===== config.mk =====
export PLATFORM = sky130hd
export DESIGN_NAME = cs_final_adder
export DESIGN_NICKNAME = d
export VERILOG_FILES = /design/src/rtl/cs_adder_pkg.sv /design/src/rtl/cs_adder_slice.sv /design/src/rtl/cs_final_adder.sv
export SDC_FILE = /design/constraint.sdc
export NUM_CORES = 1
export LEC_CHECK = 0
export CAP_MARGIN = 15
export CORE_ASPECT_RATIO = 0.9
export CORE_UTILIZATION = 33
export DETAILED_ROUTE_END_ITERATION = 6
export PLACE_DENSITY_LB_ADDON = 0.05
export SLEW_MARGIN = 25
export SYNTH_ARGS = -nofsm -noshare
export SYNTH_HDL_FRONTEND = slang
export SYNTH_SLANG_ARGS = --single-unit

===== constraint.sdc =====
create_clock -name clk -period 3 [get_ports clk]
set_input_delay 0.6 -clock clk [delete_from_list [all_inputs] [get_ports clk]]
set_output_delay 0.6 -clock clk [all_outputs]
set_load 0.05 [all_outputs]

===== src/rtl/cs_adder_pkg.sv =====
// Shared sizing helpers for the pipelined carry-propagate final adder.
// Slice k covers result bits [slice_hi:slice_lo]; the last slice may be narrower.
package cs_adder_pkg;

  function automatic int num_stages(input int width, input int chunk);
    return (width + chunk - 1) / chunk;
  endfunction

  function automatic int slice_lo(input int k, input int chunk);
    return k * chunk;
  endfunction

  function automatic int slice_hi(input int k, input int width, input int chunk);
    return (((k + 1) * chunk) > width) ? (width - 1) : (((k + 1) * chunk) - 1);
  endfunction

endpackage


===== src/rtl/cs_adder_slice.sv =====
// One elastic pipeline stage of the final adder: adds slice K of the carried
// operands plus the incoming carry and forwards the remaining operand bits.
module cs_adder_slice
  import cs_adder_pkg::*;
#(
  parameter int WIDTH = 32,
  parameter int CHUNK = 8,
  parameter int K     = 0
) (
  input  logic             clk,
  input  logic             rst_n,
  input  logic             v_in,
  input  logic             c_in,
  input  logic [WIDTH-1:0] a_in,
  input  logic [WIDTH-1:0] b_in,
  input  logic [WIDTH-1:0] lo_in,
  input  logic             ready_in,
  output logic             ready_out,
  output logic             v_out,
  output logic             c_out,
  output logic [WIDTH-1:0] a_out,
  output logic [WIDTH-1:0] b_out,
  output logic [WIDTH-1:0] lo_out
);

  localparam int LO = slice_lo(K, CHUNK);
  localparam int HI = slice_hi(K, WIDTH, CHUNK);
  localparam int SW = HI - LO + 1;

  logic             v_q, v_d;
  logic             c_q, c_d;
  logic [WIDTH-1:0] a_q, a_d;
  logic [WIDTH-1:0] b_q, b_d;
  logic [WIDTH-1:0] lo_q, lo_d;
  logic [SW:0]      sum_s;
  logic             load_s;

  assign ready_out = !v_q || ready_in;

  // Slice addition and load/hold selection; data only moves on a real transfer.
  always_comb begin
    sum_s  = {1'b0, a_in[HI:LO]} + {1'b0, b_in[HI:LO]} + {{SW{1'b0}}, c_in};
    load_s = ready_out && v_in;
    v_d    = v_q;
    c_d    = c_q;
    a_d    = a_q;
    b_d    = b_q;
    lo_d   = lo_q;
    if (ready_out) begin
      v_d = v_in;
    end else begin
      v_d = v_q;
    end
    if (load_s) begin
      a_d         = a_in;
      b_d         = b_in;
      lo_d        = lo_in;
      lo_d[HI:LO] = sum_s[SW-1:0];
      c_d         = sum_s[SW];
    end else begin
      lo_d = lo_q;
    end
  end

  // Stage registers with synchronous active-low clear.
  always_ff @(posedge clk) begin
    if (!rst_n) begin
      v_q  <= 1'b0;
      c_q  <= 1'b0;
      a_q  <= {WIDTH{1'b0}};
      b_q  <= {WIDTH{1'b0}};
      lo_q <= {WIDTH{1'b0}};
    end else begin
      v_q  <= v_d;
      c_q  <= c_d;
      a_q  <= a_d;
      b_q  <= b_d;
      lo_q <= lo_d;
    end
  end

  assign v_out  = v_q;
  assign c_out  = c_q;
  assign a_out  = a_q;
  assign b_out  = b_q;
  assign lo_out = lo_q;

endmodule


===== src/rtl/cs_final_adder.sv =====
// Pipelined final adder for the compressor tree: CHUNK bits per stage, carry
// registered between stages, valid/ready elastic chain without skid buffer.
module cs_final_adder
  import cs_adder_pkg::*;
#(
  parameter int WIDTH = 32,
  parameter int CHUNK = 8
) (
  input  logic             clk,
  input  logic             rst_n,
  input  logic             in_valid,
  output logic             in_ready,
  input  logic [WIDTH-1:0] in_a,
  input  logic [WIDTH-1:0] in_b,
  output logic             out_valid,
  input  logic             out_ready,
  output logic [WIDTH:0]   out_sum,
  output logic             busy
);

  localparam int STAGES = num_stages(WIDTH, CHUNK);

  logic             v_s   [0:STAGES];
  logic             c_s   [0:STAGES];
  logic             rdy_s [0:STAGES];
  logic [WIDTH-1:0] a_s   [0:STAGES];
  logic [WIDTH-1:0] b_s   [0:STAGES];
  logic [WIDTH-1:0] lo_s  [0:STAGES];
  logic             busy_s;

  assign v_s[0]       = in_valid;
  assign c_s[0]       = 1'b0;
  assign a_s[0]       = in_a;
  assign b_s[0]       = in_b;
  assign lo_s[0]      = {WIDTH{1'b0}};
  assign rdy_s[STAGES] = out_ready;
  assign in_ready     = rdy_s[0];

  for (genvar k = 0; k < STAGES; k++) begin : g_stage
    cs_adder_slice #(
      .WIDTH (WIDTH),
      .CHUNK (CHUNK),
      .K     (k)
    ) u_slice (
      .clk       (clk),
      .rst_n     (rst_n),
      .v_in      (v_s[k]),
      .c_in      (c_s[k]),
      .a_in      (a_s[k]),
      .b_in      (b_s[k]),
      .lo_in     (lo_s[k]),
      .ready_in  (rdy_s[k+1]),
      .ready_out (rdy_s[k]),
      .v_out     (v_s[k+1]),
      .c_out     (c_s[k+1]),
      .a_out     (a_s[k+1]),
      .b_out     (b_s[k+1]),
      .lo_out    (lo_s[k+1])
    );
  end

  // Any occupied stage means work is in flight.
  always_comb begin
    busy_s = 1'b0;
    for (int k = 1; k <= STAGES; k++) begin
      busy_s = busy_s | v_s[k];
    end
  end

  assign busy      = busy_s;
  assign out_valid = v_s[STAGES];
  assign out_sum   = {c_s[STAGES], lo_s[STAGES]};

endmodule


==> results of run 1 <==
==> layout make-up <==
| type | count | area, µm² |
|---|---|---|
| fillers | 2397 | 13000 |
| clock inverters | 12 | 181 |
| multi-input cells | 693 | 3650 |
| inverters | 11 | 46.3 |
| repair buffers | 125 | 1240 |
| well taps | 297 | 372 |
| flip-flops and latches | 184 | 3680 |
| clock buffers | 20 | 467 |
==> metal layers <==
metal	track usage, %	wire length (µm)	up-vias
li1	-	-	3392
met1	26.8	11000	2866
met2	20.9	6800	104
met3	2.99	647	11
met4	4.77	165	0
met5	0	0	-
==> final timing paths <==
| path | endpoint | slack (ns) | cells after the start |
|---|---|---|---|
| max | busy | 0.38 | 2 |
| min reg2reg | g_stage[1].u_slice.b_out[31] | 0.45 | 2 |
| min | g_stage[1].u_slice.b_out[31] | 0.45 | 2 |
| max reg2reg | g_stage[3].u_slice.lo_out[30] | 0.67 | 7 |
==> sequential cells by signal (all words and copies together), names as in the netlist <==
| register | count |
|---|---|
| g_stage.u_slice.v_out | 4 |
| g_stage.u_slice.b_out | 48 |
| g_stage.u_slice.lo_out | 80 |
| g_stage.u_slice.c_out | 4 |
| g_stage.u_slice.a_out | 48 |
==> layout by cell type, fill, tap and decap left out, drive strengths merged, types with 4 or more instances in the layout <==
cell type      instances
nor4                   7
a21oi                171
buf                   23
nand4                  5
nand2b                 4
o211ai                 7
fa                     7
nor2                  28
ha                    29
a21o                   9
nand4b                 4
a211oi                15
nand2                314
clkbuf                20
o21ai                 21
inv                   17
nand3                 15
or4                    7
clkdlybuf4s50        102
dfxtp                184
a211o                  5
xnor2                  4
nor3                   8
==> kinds of logic (layout without fill, tap and decap cells) <==
| kind of cell | count (synthesis) | in the layout | synth area share (%) |
|---|---|---|---|
| simple gates | 406 | 406 | 22.1 |
| compound gates | 244 | 244 | 17.8 |
| flops | 184 | 184 | 47.9 |
| buf+inv | 72 | 168 | 4.67 |
| fa+ha+maj | 36 | 36 | 6.55 |
| xor+xnor | 4 | 4 | 0.456 |
| mux | 3 | 3 | 0.391 |
==> critical path, stage by stage (launching register included) <==
cell             delay, ns
dfxtp_1               0.37
or4_1                 0.51
clkdlybuf4s50_1       0.71
==> power groups by stage <==
stage / Combinational (mW) / Clock (mW) / Sequential, mW
after floorplan: 0.273 / 0 / 2.61
after global placement: 0.458 / 0 / 2.62
after detailed placement: 0.459 / 0 / 2.62
after CTS: 0.461 / 2.51 / 2.56
after global routing: 0.507 / 2.60 / 2.57
final: 0.454 / 2.43 / 2.56
==> run_results.csv, run 1 <==
group,metric,value,unit
run_status,outcome,"completed",
synth,yosysSeqAreaShare,47.9,%
power,pwr_density_cell,565,nW/µm²
power,p_switching,1.32,mW
setup_path,worstPathArrival,2.02,ns
setup_path,crit_path_start_kind,"flop",
synth,synth_area,7680,µm²
finish,nets,1136,
global_route,grt_pass1_wl,31300,µm
power,comb_power_share,8.3,%
synth,synth_cells,949,
die,ios,104,
synth,synth_area_leaders,"dfxtp_1, nand2_1, a21oi_1",
clock_network,cts_sinks,184,
finish,postLayoutCellArea,9640,µm²
power,clock_power_share,44.7,%
global_route,grt_max_degree,65,
synth,yosys.area.top_type,"dfxtp_1",
timing,worst_slack,0.380,ns
routing,drc,0,
finish,stdcell_count,1342,
synth,avgSynthCellArea,8.10,µm²
setup_path,cp_max_fo,7,
timing,slew-limit-headroom,62.8,%
routing,vias,6373,
placement,gp_congestion,0.734,
global_route,antenna_found_initial,0,
clock_network,numCtsBuffers,17,
die,dieHeight,147,µm
setup_path,required,2.40,ns
finish,final_util,42.6,%
global_route,grt_use_total,16.4,%
timing,finalClockSkew,0.0133,ns
setup_path,worst_setup_path_end_kind,"output pin",
routing,firstDrtPassIters,4,
placement,hpwlAfterDp,13100,µm
synth,synthTopCellsByCount,"nand2_1, dfxtp_1, a21oi_1",
timing,min_period,2.62,ns
timing,slew_viol_final,0,
clock_network,cts_tree,"done",
routing,wl,18600,µm
power,p_total,5.45,mW
clock_network,path_clk_slew,0.07,ns
synth,synth_top_area_share,47.9,%
power,sw_frac_of_total,24.2,%
routing,route.antenna.remaining_nets,0,
clock_network,cts_resized,0,
power,p_leak,3.55,nW
timing,tns,0,ns
routing,drtIter0Drc,361,
power,seqPwrFrac,47.0,%
die,num_rows,52,
die,core_area,22600,µm²
synth,ys_ff_latch,184,
power,ir_worst_vdd,0.000326,V
placement,pre_cts_ws,0.105,ns
hold_path,hold_class,"flop to flop",
placement,dp_cells,1310,
routing,viasPerCell,4.75,
timing,worst_pin_slew,0.556,ns
synth,synth-edff-count,0,
clock_network,cts_hold_buf,0,
timing,rsz0062_at_grt,"false",
finish,area_delta_synth_final,25.5,%
global_route,overflow,0,
clock_network,root_buffer,"clkbuf_16",
die,dieArea,23900,µm²
timing,setup_viol,0,
synth,synth_most_common_cell,"nand2_1",
run,cap_violations,0,
synth,synthArstFlopShare,0,%
global_route,grt_pass1_vias,5959,
setup_path,cp-startpoint,"g_stage[2].u_slice.v_out",
timing,hold_ws,0.449,ns
die,initial_core_util,33.9,%
die,die_x,163,µm
timing,fmax,0.382,GHz
placement,dpl_cell_area,9000,µm²
synth,syn_nets,1053,
clock_network,post_cts_buffers,0,
placement,port_buffers,103,
clock_network,clk_latency,0.43,ns
finish,n_antenna_cell,0,
synth,ys_types,49,
timing,hold_violations,0,
hold_path,hold_start,"g_stage[0].u_slice.b_out[31]",
power,internal_power,4.13,mW
clock_network,cts_buffer_depth,2,
setup_path,reg2reg_from,"g_stage[2].u_slice.a_out[24]",
synth,synth_flop_cell,"dfxtp_1",
finish,drive_above_1_share,5.93,%
synth,yosys_warnings,0,
setup_path,worstSetupPathType,"flop to output pin",
clock_network,htree_levels,4,
timing,post-route-period-util,87.3,%
routing,wire_per_inst,13.9,µm
No activity file was read; power rests on OpenSTA's default activity.
==> inputs of run 2 (changes only) <==
Settings changed: CAP_MARGIN 15 to default, CORE_MARGIN from default to 2, PLACE_DENSITY_LB_ADDON 0.05 to default.
==> run 2 against run 1 <==
Combinational power decreased by 3%; first-iteration DRC count decreased by 0.83%; cell count decreased by 0.30%; sequential share of layout area increased by 0.33 points; flip-flop and latch count unchanged; global-route usage decreased by 1.3 points; clock power decreased by 7%; register-to-register slack about the same.
==> run_results.csv, run 2 (synthesized netlist as in run 1, its figures left out) <==
group,metric,value,unit
hold_path,holdPathEnd,"g_stage[3].u_slice.lo_out[2]",
finish,postLayoutCellArea,9560,µm²
placement,port_buffers,103,
setup_path,worstPathArrival,2.13,ns
die,core_area,22700,µm²
clock_network,cts_sinks,184,
finish,seqCellArea,3680,µm²
hold_path,hold_class,"flop to flop",
finish,layout_common_cells,"nand2_1, dfxtp_1, a21oi_1",
routing,drc,0,
setup_path,r2r_slack,0.67,ns
clock_network,post_cts_buffers,0,
finish,nets,1132,
power,clock_power_share,42.8,%
finish,drive_above_1_share,5.48,%
power,p_switching,1.26,mW
timing,fmax,0.367,GHz
timing,hold_violations,0,
routing,viasPerCell,4.83,
power,internal_power,4.00,mW
finish,layout_commonest_cell,"nand2_1",
setup_path,reg2reg_from,"g_stage[2].u_slice.a_out[24]",
die,ios,104,
placement,dp_cells,1306,
die,dieHeight,149,µm
clock_network,root_buffer,"clkbuf_16",
global_route,grt_pass1_vias,5892,
routing,route.antenna.remaining_nets,0,
placement,dpl_cell_area,8960,µm²
setup_path,timing.rr.end,"g_stage[3].u_slice.lo_out[30]",
power,ir_worst_vdd,0.000399,V
power,p_leak,3.50,nW
clock_network,clk_latency,0.42,ns
clock_network,cts_tree,"done",
routing,wire_per_inst,13.6,µm
hold_path,hold_start,"g_stage[3].u_slice.lo_out[2]",
power,comb_power_share,8.4,%
timing,slew_viol_final,0,
timing,worst_pin_slew,0.743,ns
power,sw_frac_of_total,24.0,%
routing,vias,6456,
finish,multi_input_area,3650,µm²
hold_path,hold-path-cell-count,2,
timing,finalClockSkew,0.00672,ns
clock_network,path_clk_slew,0.07,ns
setup_path,worstSetupPathType,"flop to output pin",
global_route,grt_pass1_wl,29800,µm
timing,post-route-period-util,90.8,%
timing,rsz0062_at_grt,"false",
routing,drtIter0Drc,358,
finish,fill_cells,2343,
finish,stdcell_count,1338,
routing,wl,18300,µm
clock_network,numCtsBuffers,17,
placement,gp_congestion,0.814,
die,dieArea,24500,µm²
power,seqPwrFrac,48.7,%
clock_network,cts_hold_buf,0,
die,die_x,165,µm
finish,n_antenna_cell,0,
setup_path,crit_path_start_kind,"flop",
clock_network,cts_resized,0,
die,initial_core_util,33.8,%
routing,firstDrtPassIters,4,
timing,slew-limit-headroom,50.5,%
run,cap_violations,0,
timing,setup_viol,0,
run_status,outcome,"completed",
die,num_rows,52,
placement,hpwlAfterDp,13000,µm
setup_path,required,2.40,ns
clock_network,cts_buffer_depth,2,
global_route,grt_max_degree,65,
setup_path,ff2ff_path_depth,7,
timing,min_period,2.73,ns
finish,area_delta_synth_final,24.4,%
global_route,grt_use_total,15.1,%
setup_path,worst_setup_path_end_kind,"output pin",
global_route,antenna_found_initial,0,
finish,largest_reg_flops,80,
global_route,overflow,0,
timing,tns,0,ns
clock_network,htree_levels,4,
power,pwr_density_cell,550,nW/µm²
setup_path,cp_max_fo,6,
-- run 2: cell types whose count changed in the layout (fill, tap and decap cells not counted), sizes merged --
cell,change
bufinv,-1
inv,-3
clkinv,+2
buf,-4
clkinvlp,+2
-- run 2: worst max-delay path, stage by stage (launching register included) --
cell	delay, ns
dfxtp_1	0.36
or4_1	0.61
clkdlybuf4s50_1	0.74
-- run 2: worst max path at each step --
stage / to / from / slack, ns / cells past startpoint
4_1_cts: busy / g_stage[3].u_slice.v_out / 0.29 / 2
2_1_floorplan: g_stage[0].u_slice.c_out / in_a[0] / 0.71 / 7
6_report: busy / g_stage[3].u_slice.v_out / 0.27 / 2
5_1_grt: busy / g_stage[2].u_slice.v_out / 0.26 / 2
3_5_place_dp: g_stage[0].u_slice.c_out / in_a[0] / 0.09 / 8
3_3_place_gp: g_stage[0].u_slice.c_out / in_a[0] / 0.16 / 8
-- run 2: power groups by stage --
stage          registers (mW)  logic (mW)  clock network, mW
2_1_floorplan            2.61       0.273                  0
3_3_place_gp             2.62       0.438                  0
3_5_place_dp             2.62       0.442                  0
4_1_cts                  2.56       0.444               2.29
5_1_grt                  2.57       0.494               2.40
6_report                 2.56       0.442               2.25
-- run 2: layout make-up --
cell class,instances,share of cell area (%)
Sequential cell,184,38.5
Multi-Input combinational cell,693,38.2
Timing Repair Buffer,121,12.7
Clock buffer,20,4.78
Tap cell,297,3.89
Clock inverter,12,1.48
Inverter,11,0.458
-- run 2: routing by layer --
layer,vias up,GRT usage [%],share of wire [%]
li1,3388,-,-
met1,2911,23.9,55
met2,134,19.9,39
met3,23,2.86,4.9
met4,0,5.35,1.7
met5,-,0,0
-- run 2: per-stage QoR --
| stage | hold WS [ns] | setup WS [ns] | total power [mW] | util [%] |
|---|---|---|---|---|
| 3_5_place_dp | 0.444 | 0.0948 | 3.06 | 39.5 |
| 2_1_floorplan | 0.427 | 0.706 | 2.88 | - |
| 4_1_cts | 0.454 | 0.291 | 5.30 | 42.1 |
| 3_3_place_gp | 0.442 | 0.162 | 3.05 | 39.5 |
| 5_1_grt | 0.466 | 0.263 | 5.47 | 42.1 |
| 6_report | 0.452 | 0.275 | 5.26 | 42.1 |
